$ cat src/rtl/dac_command_decoder.sv
// rtl/dac_command_decoder.sv - RTO command word decoder with staged DDS parameters and amplitude ramp
module dac_command_decoder #(
    parameter int FREQ_WIDTH  = 48,
    parameter int PHASE_WIDTH = 16,
    parameter int AMP_WIDTH   = 14
) (
    input  logic                   clk,
    input  logic                   reset,
    input  logic                   flush,
    input  logic                   counter_matched,
    input  logic [127:0]           rto_out,
    output logic [FREQ_WIDTH-1:0]  freq_out,
    output logic [PHASE_WIDTH-1:0] phase_out,
    output logic [AMP_WIDTH-1:0]   amp_out,
    output logic                   param_update,
    output logic                   ramp_busy,
    output logic                   illegal_cmd,
    output logic [127:0]           illegal_cmd_data,
    output logic [31:0]            cmd_count
);

    typedef enum logic {
        IDLE = 1'b0,
        RAMP = 1'b1
    } state_t;

    localparam logic [3:0] OP_NOP       = 4'h0;
    localparam logic [3:0] OP_SET_FREQ  = 4'h1;
    localparam logic [3:0] OP_SET_PHASE = 4'h2;
    localparam logic [3:0] OP_SET_AMP   = 4'h3;
    localparam logic [3:0] OP_APPLY     = 4'h4;
    localparam logic [3:0] OP_RAMP_AMP  = 4'h5;

    state_t                 state_q, state_d;
    logic [FREQ_WIDTH-1:0]  freq_shadow_q, freq_shadow_d;
    logic [PHASE_WIDTH-1:0] phase_shadow_q, phase_shadow_d;
    logic [AMP_WIDTH-1:0]   amp_shadow_q, amp_shadow_d;
    logic [FREQ_WIDTH-1:0]  freq_q, freq_d;
    logic [PHASE_WIDTH-1:0] phase_q, phase_d;
    logic [AMP_WIDTH-1:0]   amp_q, amp_d;
    logic [AMP_WIDTH-1:0]   target_q, target_d;
    logic [AMP_WIDTH-1:0]   step_q, step_d;
    logic                   param_update_q, param_update_d;
    logic                   illegal_q, illegal_d;
    logic [127:0]           illegal_data_q, illegal_data_d;
    logic [31:0]            cmd_count_q, cmd_count_d;

    logic [3:0]             opcode;
    logic                   ramp_up;
    logic [AMP_WIDTH:0]     diff;

    // Timestamp and the gap above the frequency field carry nothing for this block.
    logic unused_rto_bits;
    assign unused_rto_bits = ^{rto_out[127:64], rto_out[59:48]};

    assign opcode = rto_out[63:60];
    assign ramp_up = (amp_q < target_q);
    assign diff = ramp_up ? ({1'b0, target_q} - {1'b0, amp_q})
                          : ({1'b0, amp_q} - {1'b0, target_q});

    always_comb begin
        state_d        = state_q;
        freq_shadow_d  = freq_shadow_q;
        phase_shadow_d = phase_shadow_q;
        amp_shadow_d   = amp_shadow_q;
        freq_d         = freq_q;
        phase_d        = phase_q;
        amp_d          = amp_q;
        target_d       = target_q;
        step_d         = step_q;
        param_update_d = 1'b0;
        illegal_d      = illegal_q;
        illegal_data_d = illegal_data_q;
        cmd_count_d    = cmd_count_q;

        if (state_q == RAMP) begin
            param_update_d = 1'b1;
            if ((step_q == '0) || (diff <= {1'b0, step_q})) begin
                amp_d   = target_q;
                state_d = IDLE;
            end else if (ramp_up) begin
                amp_d = amp_q + step_q;
            end else begin
                amp_d = amp_q - step_q;
            end
        end

        // A command on the same edge as a ramp step overrides the step where they collide.
        if (counter_matched) begin
            case (opcode)
                OP_NOP: begin
                    cmd_count_d = cmd_count_q + 32'd1;
                end
                OP_SET_FREQ: begin
                    freq_shadow_d = rto_out[FREQ_WIDTH-1:0];
                    cmd_count_d   = cmd_count_q + 32'd1;
                end
                OP_SET_PHASE: begin
                    phase_shadow_d = rto_out[PHASE_WIDTH-1:0];
                    cmd_count_d    = cmd_count_q + 32'd1;
                end
                OP_SET_AMP: begin
                    amp_shadow_d = rto_out[AMP_WIDTH-1:0];
                    cmd_count_d  = cmd_count_q + 32'd1;
                end
                OP_APPLY: begin
                    freq_d         = freq_shadow_q;
                    phase_d        = phase_shadow_q;
                    amp_d          = amp_shadow_q;
                    state_d        = IDLE;
                    param_update_d = 1'b1;
                    cmd_count_d    = cmd_count_q + 32'd1;
                end
                OP_RAMP_AMP: begin
                    target_d       = rto_out[AMP_WIDTH-1:0];
                    step_d         = rto_out[16 +: AMP_WIDTH];
                    amp_d          = amp_q;
                    state_d        = RAMP;
                    param_update_d = 1'b0;
                    cmd_count_d    = cmd_count_q + 32'd1;
                end
                default: begin
                    illegal_d      = 1'b1;
                    illegal_data_d = rto_out;
                end
            endcase
        end

        if (flush) begin
            illegal_d      = 1'b0;
            illegal_data_d = '0;
            cmd_count_d    = '0;
        end
    end

    always_ff @(posedge clk) begin
        if (reset) begin
            state_q        <= IDLE;
            freq_shadow_q  <= '0;
            phase_shadow_q <= '0;
            amp_shadow_q   <= '0;
            freq_q         <= '0;
            phase_q        <= '0;
            amp_q          <= '0;
            target_q       <= '0;
            step_q         <= '0;
            param_update_q <= 1'b0;
            illegal_q      <= 1'b0;
            illegal_data_q <= '0;
            cmd_count_q    <= '0;
        end else begin
            state_q        <= state_d;
            freq_shadow_q  <= freq_shadow_d;
            phase_shadow_q <= phase_shadow_d;
            amp_shadow_q   <= amp_shadow_d;
            freq_q         <= freq_d;
            phase_q        <= phase_d;
            amp_q          <= amp_d;
            target_q       <= target_d;
            step_q         <= step_d;
            param_update_q <= param_update_d;
            illegal_q      <= illegal_d;
            illegal_data_q <= illegal_data_d;
            cmd_count_q    <= cmd_count_d;
        end
    end

    assign freq_out         = freq_q;
    assign phase_out        = phase_q;
    assign amp_out          = amp_q;
    assign param_update     = param_update_q;
    assign ramp_busy        = (state_q == RAMP);
    assign illegal_cmd      = illegal_q;
    assign illegal_cmd_data = illegal_data_q;
    assign cmd_count        = cmd_count_q;

endmodule

$ cat config.mk
export PLATFORM = sky130hd
export DESIGN_NAME = dac_command_decoder
export DESIGN_NICKNAME = d
export VERILOG_FILES = /design/src/rtl/dac_command_decoder.sv
export SDC_FILE = /design/constraint.sdc
export NUM_CORES = 1
export LEC_CHECK = 0
export ABC_AREA = 1
export CAP_MARGIN = 5
export CELL_PAD_IN_SITES_DETAIL_PLACEMENT = 1
export CELL_PAD_IN_SITES_GLOBAL_PLACEMENT = 1
export CORE_MARGIN = 1
export CORE_UTILIZATION = 36
export CTS_CLUSTER_SIZE = 25
export DETAILED_ROUTE_END_ITERATION = 12
export PLACE_DENSITY_LB_ADDON = 0.1
export SLEW_MARGIN = 20
export SYNTH_ARGS = -nofsm -noshare
export SYNTH_HDL_FRONTEND = slang
export SYNTH_SLANG_ARGS = --single-unit
export TNS_END_PERCENT = 30
$ cat constraint.sdc
create_clock -name clk -period 4.6 [get_ports clk]
set_input_delay 0.92 -clock clk [delete_from_list [all_inputs] [get_ports clk]]
set_output_delay 0.92 -clock clk [all_outputs]
set_load 0.01 [all_outputs]
==> reports/metrics.cfg, run 1 <==
[run_status]
outcome = complete, no violations

[die]
die_w_um = 209.4
ios = 373
core_mm2 = 0.04223
die_area_mm2 = 0.04386
die_h_um = 209.4
num_rows = 75
start_util = 0.3668

[clocking]
numCtsBuffers = 40
clock-sinks = 347
cts_tree = built
cts_root_buffer = clkbuf_16
cts_buffer_depth = 3
htreeDepth = 2
cts_hold_buffers = 0
clk_pin_slew_worst_paths_ps = 70
clk_latency_ps = 560

[min_path]
holdPathEnd = amp_shadow_q[0]
hold_class = reg -> reg
holdPathStages = 2
min_from = amp_shadow_q[0]

[detailed_routing]
wl_met3_um = 4111
wl_um = 59480
routed_via_density = 5.106
met1Wirelength_um = 24960
drt_first_pass_iters = 5
top_layer = met5
vias = 15374
met2WireLength_um = 28680
ant_nets = 0
drc_errors = 0
drt-initial-drc-count = 674
post_drt_wl_per_cell_um = 19.75

[finish]
fin_nets = 2634
syn2layout_area_growth_pct = 36.30
fill_cells = 5141
ff_latch_area_mm2 = 0.006949
drive_above_1_share = 0.06556
multi_input_area_mm2 = 0.007570

[worst_setup_path]
crit_required_ps = 5050
endpoint_kind = flop
worst-endpoint-arrival_ps = 4670
path_class = reg -> reg
cp-start-kind = flop
critPathMaxFanout = 19
ff2ff_path_depth = 26
r2r_end = amp_out[5]
r2r_slack_ps = 380
reg2reg_from = amp_out[9]

[placed_design]
place_ws_ps = 153.2
numPortBuffers = 372
dpl.hpwl_um = 42880
gp_congestion = 0.8908

[global_routing]
grt_max_degree = 133
first_global_vias = 16061
grt_pass1_wl_um = 91830
antenna_found_initial = 3
overflow = 0
grt_usage = 0.2682

[sta]
tightest_slew_ps = 959.5
fin_ws_ps = 378.4
period_share = 0.9177
fmax_mhz = 236.9
tns_ps = 0
drv_slew = 0
setup_viol = 0
rsz0062_at_grt = no
hold_violations = 0
fin_skew_ps = 12.22
min_period_ps = 4222
slew_headroom = 0.3594

[synth]
syn_area_mm2 = 0.01549
ys_async_sr_fraction = 0
synth_seq_cells = 347
synth_top_area_frac = 0.4485
synth_edf_count = 0
synth.area.top_cells = dfxtp_1 45%, nor2_1 13%, o21ai_0 9.9%, nand2_1 6.1%, a21oi_1 4.8%
yosysTopAreaCell = dfxtp_1
ys_seq_area_frac = 0.4485
postSynthCellCount = 2115
netlist-cell-type-count = 53
syn_avg_cell_area_um2 = 7.323
synth_warnings = 0
synth_nets = 2307
yosysMostFrequentCell = nor2_1
synth_ff_type = dfxtp_1
synthTopCellsByCount = 521 x nor2_1, 347 x dfxtp_1, 307 x o21ai_0

[pwr]
pwr_density_cell_mw_per_mm2 = 387.8
p_leak_nw = 8.528
vdd_ir_drop_max_uv = 256.8

[flow_run]
max_cap_violations = 0

cells by family after synthesis:
family	count (synthesis)	share of synthesized area
buffers and inverters	267	0.06632
and+or+nand+nor	900	0.2407
adders and majority gates	60	0.04992
DFF	347	0.4485
muxes	1	0.0006463
AOI/OAI and AO/OA	498	0.1701
xor gates and xnor gates	42	0.02375
worst max path at each step:
stage                      startpoint     endpoint  depth (start not counted)
after floorplan            amp_out[1]  amp_out[11]                         25
after global placement    amp_out[10]  amp_out[11]                         25
after detailed placement  amp_out[10]   amp_out[9]                         25
after CTS                 amp_out[10]   amp_out[5]                         26
after global routing       amp_out[8]   amp_out[0]                         26
final                      amp_out[9]   amp_out[5]                         26
layer usage:
| layer | global-route usage | up-vias |
|---|---|---|
| met5 | 0 | - |
| met4 | 0.08925 | 4 |
| met3 | 0.07721 | 84 |
| met2 | 0.4643 | 394 |
| met1 | 0.3168 | 7398 |
| li1 | - | 7494 |
layout by cell type, fill, tap and decap left out, drive strengths merged:
cell type / n
nand3b: 2
o21a: 3
a31o: 1
clkinvlp: 2
o21bai: 5
o211ai: 5
inv: 151
a21oi: 162
clkdlybuf4s50: 372
ha: 57
and3: 1
nor4: 7
o21ai: 308
a211oi: 3
bufinv: 6
nor3b: 6
dfxtp: 347
nor3: 22
o21ba: 2
clkinv: 12
clkbuf: 54
diode: 1
a31oi: 3
o221ai: 1
buf: 26
a21o: 3
nand4: 10
o2111ai: 1
mux2i: 1
a311oi: 1
xor2: 33
nand2: 263
or2: 2
nand3: 63
xnor2: 9
nor2: 524
fa: 3
sequential cells by signal, indices dropped and copies added (netlist names), 16 cells and up:
signal and count:
cmd_count 32, freq_shadow_q 48, illegal_cmd_data 128, phase_out 16, freq_out 48, phase_shadow_q 16
per-stage QoR:
step           cells  cell area (um^2)    util  hold slack [ps]  total power [mW]
2_1_floorplan   2115             15490       -            429.7             4.176
3_3_place_gp    2935             19660  0.4656            440.7             4.767
3_5_place_dp    2935             19660  0.4656            448.2             4.805
4_1_cts         3006             21050  0.4984            462.0             8.236
5_1_grt         3011             21110  0.4999            477.3             8.573
6_report        3011             21110  0.4999            456.3             8.186
power by group:
part	internal (mW)	leakage [nW]	switching (mW)
Sequential	3.09	2.82	0.0499
Combinational	0.640	5.04	1.01
Clock	2.06	0.674	1.33
Total	5.79	8.53	2.40
repair_timing:
item | in CTS | in global routing
resized for setup | 0 | 8
endpoints found under the setup margin | 0 | 15
setup buffers | 0 | 4
endpoints found under the hold margin | 0 | 0
worst max-delay path, stage by stage, from the launching register on:
cell and delay, ps:
dfxtp_1 430, inv_1 70, ha_1 420, nand2_2 130, inv_2 80, nand2_2 70
nor3_4 210, nand2_2 150, nand2_8 170, nand3_1 90, o21ai_1 140, o221ai_1 180
xnor2_1 180, inv_1 60, ha_1 290, nand2_1 50, inv_1 70, nand3_1 130
inv_1 80, a21oi_1 100, o211ai_4 210, buf_4 320, nand3_2 110, nand3_1 130
nand2_1 90, nand2_1 80, a21oi_2 50
area by class of cell:
type / instances / share of cell area
Multi-Input combinational cell: 1501 / 0.3586
Sequential cell: 347 / 0.3292
Timing Repair Buffer: 398 / 0.1868
Clock buffer: 54 / 0.05334
Tap cell: 539 / 0.03195
Inverter: 154 / 0.02774
Clock inverter: 17 / 0.01227
Antenna cell: 1 / 0.0001185
No activity file was read; power rests on OpenSTA's default activity.
==> inputs of run 2 (changes only) <==
- CORE_ASPECT_RATIO: unset -> 0.7
==> run 2 against run 1 <==
Compared with the run above:
- clock-buffer cell count up 4
- sequential share of layout area up 0.078 points
- via count up 0.42%
- worst hold slack worse by 3.0 ps
- wire length down 0.16%
- non-clock buffer count unchanged
- die area about the same
- largest cell class unchanged
==> reports/metrics.cfg, run 2 (synthesized netlist as in run 1, its figures left out) <==
[sta]
slew_headroom = 0.3412
tns_ps = 0
hold_violations = 0
min_period_ps = 4244
fin_skew_ps = 14.90
fmax_mhz = 235.6
drv_slew = 0
setup_viol = 0
tightest_slew_ps = 986.7
period_share = 0.9225
rsz0062_at_grt = no

[flow_run]
max_cap_violations = 0

[worst_setup_path]
r2r_slack_ps = 360
path_class = reg -> reg
endpoint_kind = flop
cp-start-kind = flop
critPathMaxFanout = 18
crit_required_ps = 5000
worst-endpoint-arrival_ps = 4640

[pwr]
clkPwrFrac = 0.393
p_leak_nw = 8.496
power.net_switching_mw = 2.375
pwr_density_cell_mw_per_mm2 = 376.2
pwr-share-seq = 0.396
p_int_mw = 5.546
vdd_ir_drop_max_uv = 220.0
p_comb_frac = 0.211
sw_frac_of_total = 0.2999

[placed_design]
numPortBuffers = 372
dpl.hpwl_um = 43210
gp_congestion = 0.9540
place_inst = 2948

[finish]
syn2layout_area_growth_pct = 35.92
fin_nets = 2632
final_common_cell = nor2_1
final_cell_mix = 518 x nor2_1, 372 x clkdlybuf4s50_1, 347 x dfxtp_1, 306 x o21ai_0, 249 x nand2_1
drive_above_1_share = 0.06445
largest_reg_flops = 128
instances_no_fill = 3020

[run_status]
outcome = complete, no violations

[global_routing]
grt_max_degree = 133
grt_pass1_wl_um = 91770
overflow = 0
grt_usage = 0.2642
first_global_vias = 15948
antenna_found_initial = 1

[detailed_routing]
vias = 15438
ant_nets = 0
post_drt_wl_per_cell_um = 19.66
wl_um = 59380
routed_via_density = 5.112
drt-initial-drc-count = 816
drt_first_pass_iters = 5
drc_errors = 0

[clocking]
cts_root_buffer = clkbuf_16
clk_latency_ps = 530
clk_pin_slew_worst_paths_ps = 70
numCtsBuffers = 38
clock-sinks = 347
cts_tree = built
cts_hold_buffers = 0
htreeDepth = 2
cts_buffer_depth = 3

[die]
die_w_um = 249.9
core_mm2 = 0.04241
start_util = 0.3652
num_rows = 63
die_h_um = 175.5
ios = 373
die_area_mm2 = 0.04387

[min_path]
hold_class = reg -> reg

==> run 2: changes by cell type in the layout (fill, tap and decap cells not counted), sizes merged <==
cell | previous run | this run
clkbuf | 54 | 58
clkinvlp | 2 | 1
clkinv | 12 | 10
bufinv | 6 | 1
==> run 2: power by group through the flow <==
stage / sequential [mW] / clock [mW] / combinational [mW]
after floorplan: 3.22 / 0 / 0.953
after global placement: 3.20 / 0 / 1.57
after detailed placement: 3.20 / 0 / 1.61
after CTS: 3.14 / 3.19 / 1.63
after global routing: 3.14 / 3.30 / 1.83
final: 3.14 / 3.12 / 1.67
==> run 2: final cells by class <==
cell class                 count  area (um^2)
antenna                        1        2.502
clock buffer                  58         1167
clock inverter                 9        95.09
fill                        5221        21360
inverter                     154        585.6
multi-input combinational   1501         7564
sequential                   347         6947
tap                          552        690.7
timing repair buffer         398         4001
==> run 2: per-layer routing <==
metal	vias up	global-route usage	part of all wire
li1	7518	-	-
met5	-	0	0
met1	7511	0.3535	0.47
met3	76	0.06357	0.061
met4	0	0.05376	0.018
met2	333	0.4323	0.45
==> run 2: worst paths after layout <==
path | from | end | cells past startpoint
worst max-delay path | amp_out[1] | amp_out[3] | 26
worst min-delay path | amp_shadow_q[5] | amp_shadow_q[5] | 2
worst max register to register | amp_out[1] | amp_out[3] | 26
worst min register to register | amp_shadow_q[5] | amp_shadow_q[5] | 2
==> run 2: metrics by stage <==
stage          hold WS [ps]  instance area, um^2    util  power [mW]  setup slack [ps]
2_1_floorplan         429.7                15490       -       4.176             926.3
3_3_place_gp          441.1                19730  0.4652       4.769             439.3
3_5_place_dp          445.6                19730  0.4652       4.815             116.8
4_1_cts               455.6                20990  0.4949       7.952             74.76
5_1_grt               478.2                21050  0.4964       8.276             14.92
6_report              453.3                21050  0.4964       7.921             356.3
==> run 2: worst max-delay path: stages, from the launching register on <==
cell	delay [ps]
dfxtp_1	490
inv_1	170
ha_1	330
nand3_1	80
nand2_1	140
nand2_1	110
nand2_2	110
nand2_2	80
nand2_4	200
nand3_1	100
o21ai_1	130
o221ai_1	190
xnor2_1	270
inv_1	80
ha_1	300
nand2_1	60
inv_1	70
nand3_1	110
inv_1	90
a21oi_1	100
o211ai_4	210
buf_6	260
nand3_1	110
nand3_1	120
nand2_1	50
nand2_1	60
a21oi_1	60
==> run 2: repair_timing <==
item | in CTS | in global routing
gates resized for setup | 0 | 7
hold endpoints to repair | 0 | 0
setup endpoints to repair | 0 | 15
setup buffers | 0 | 3
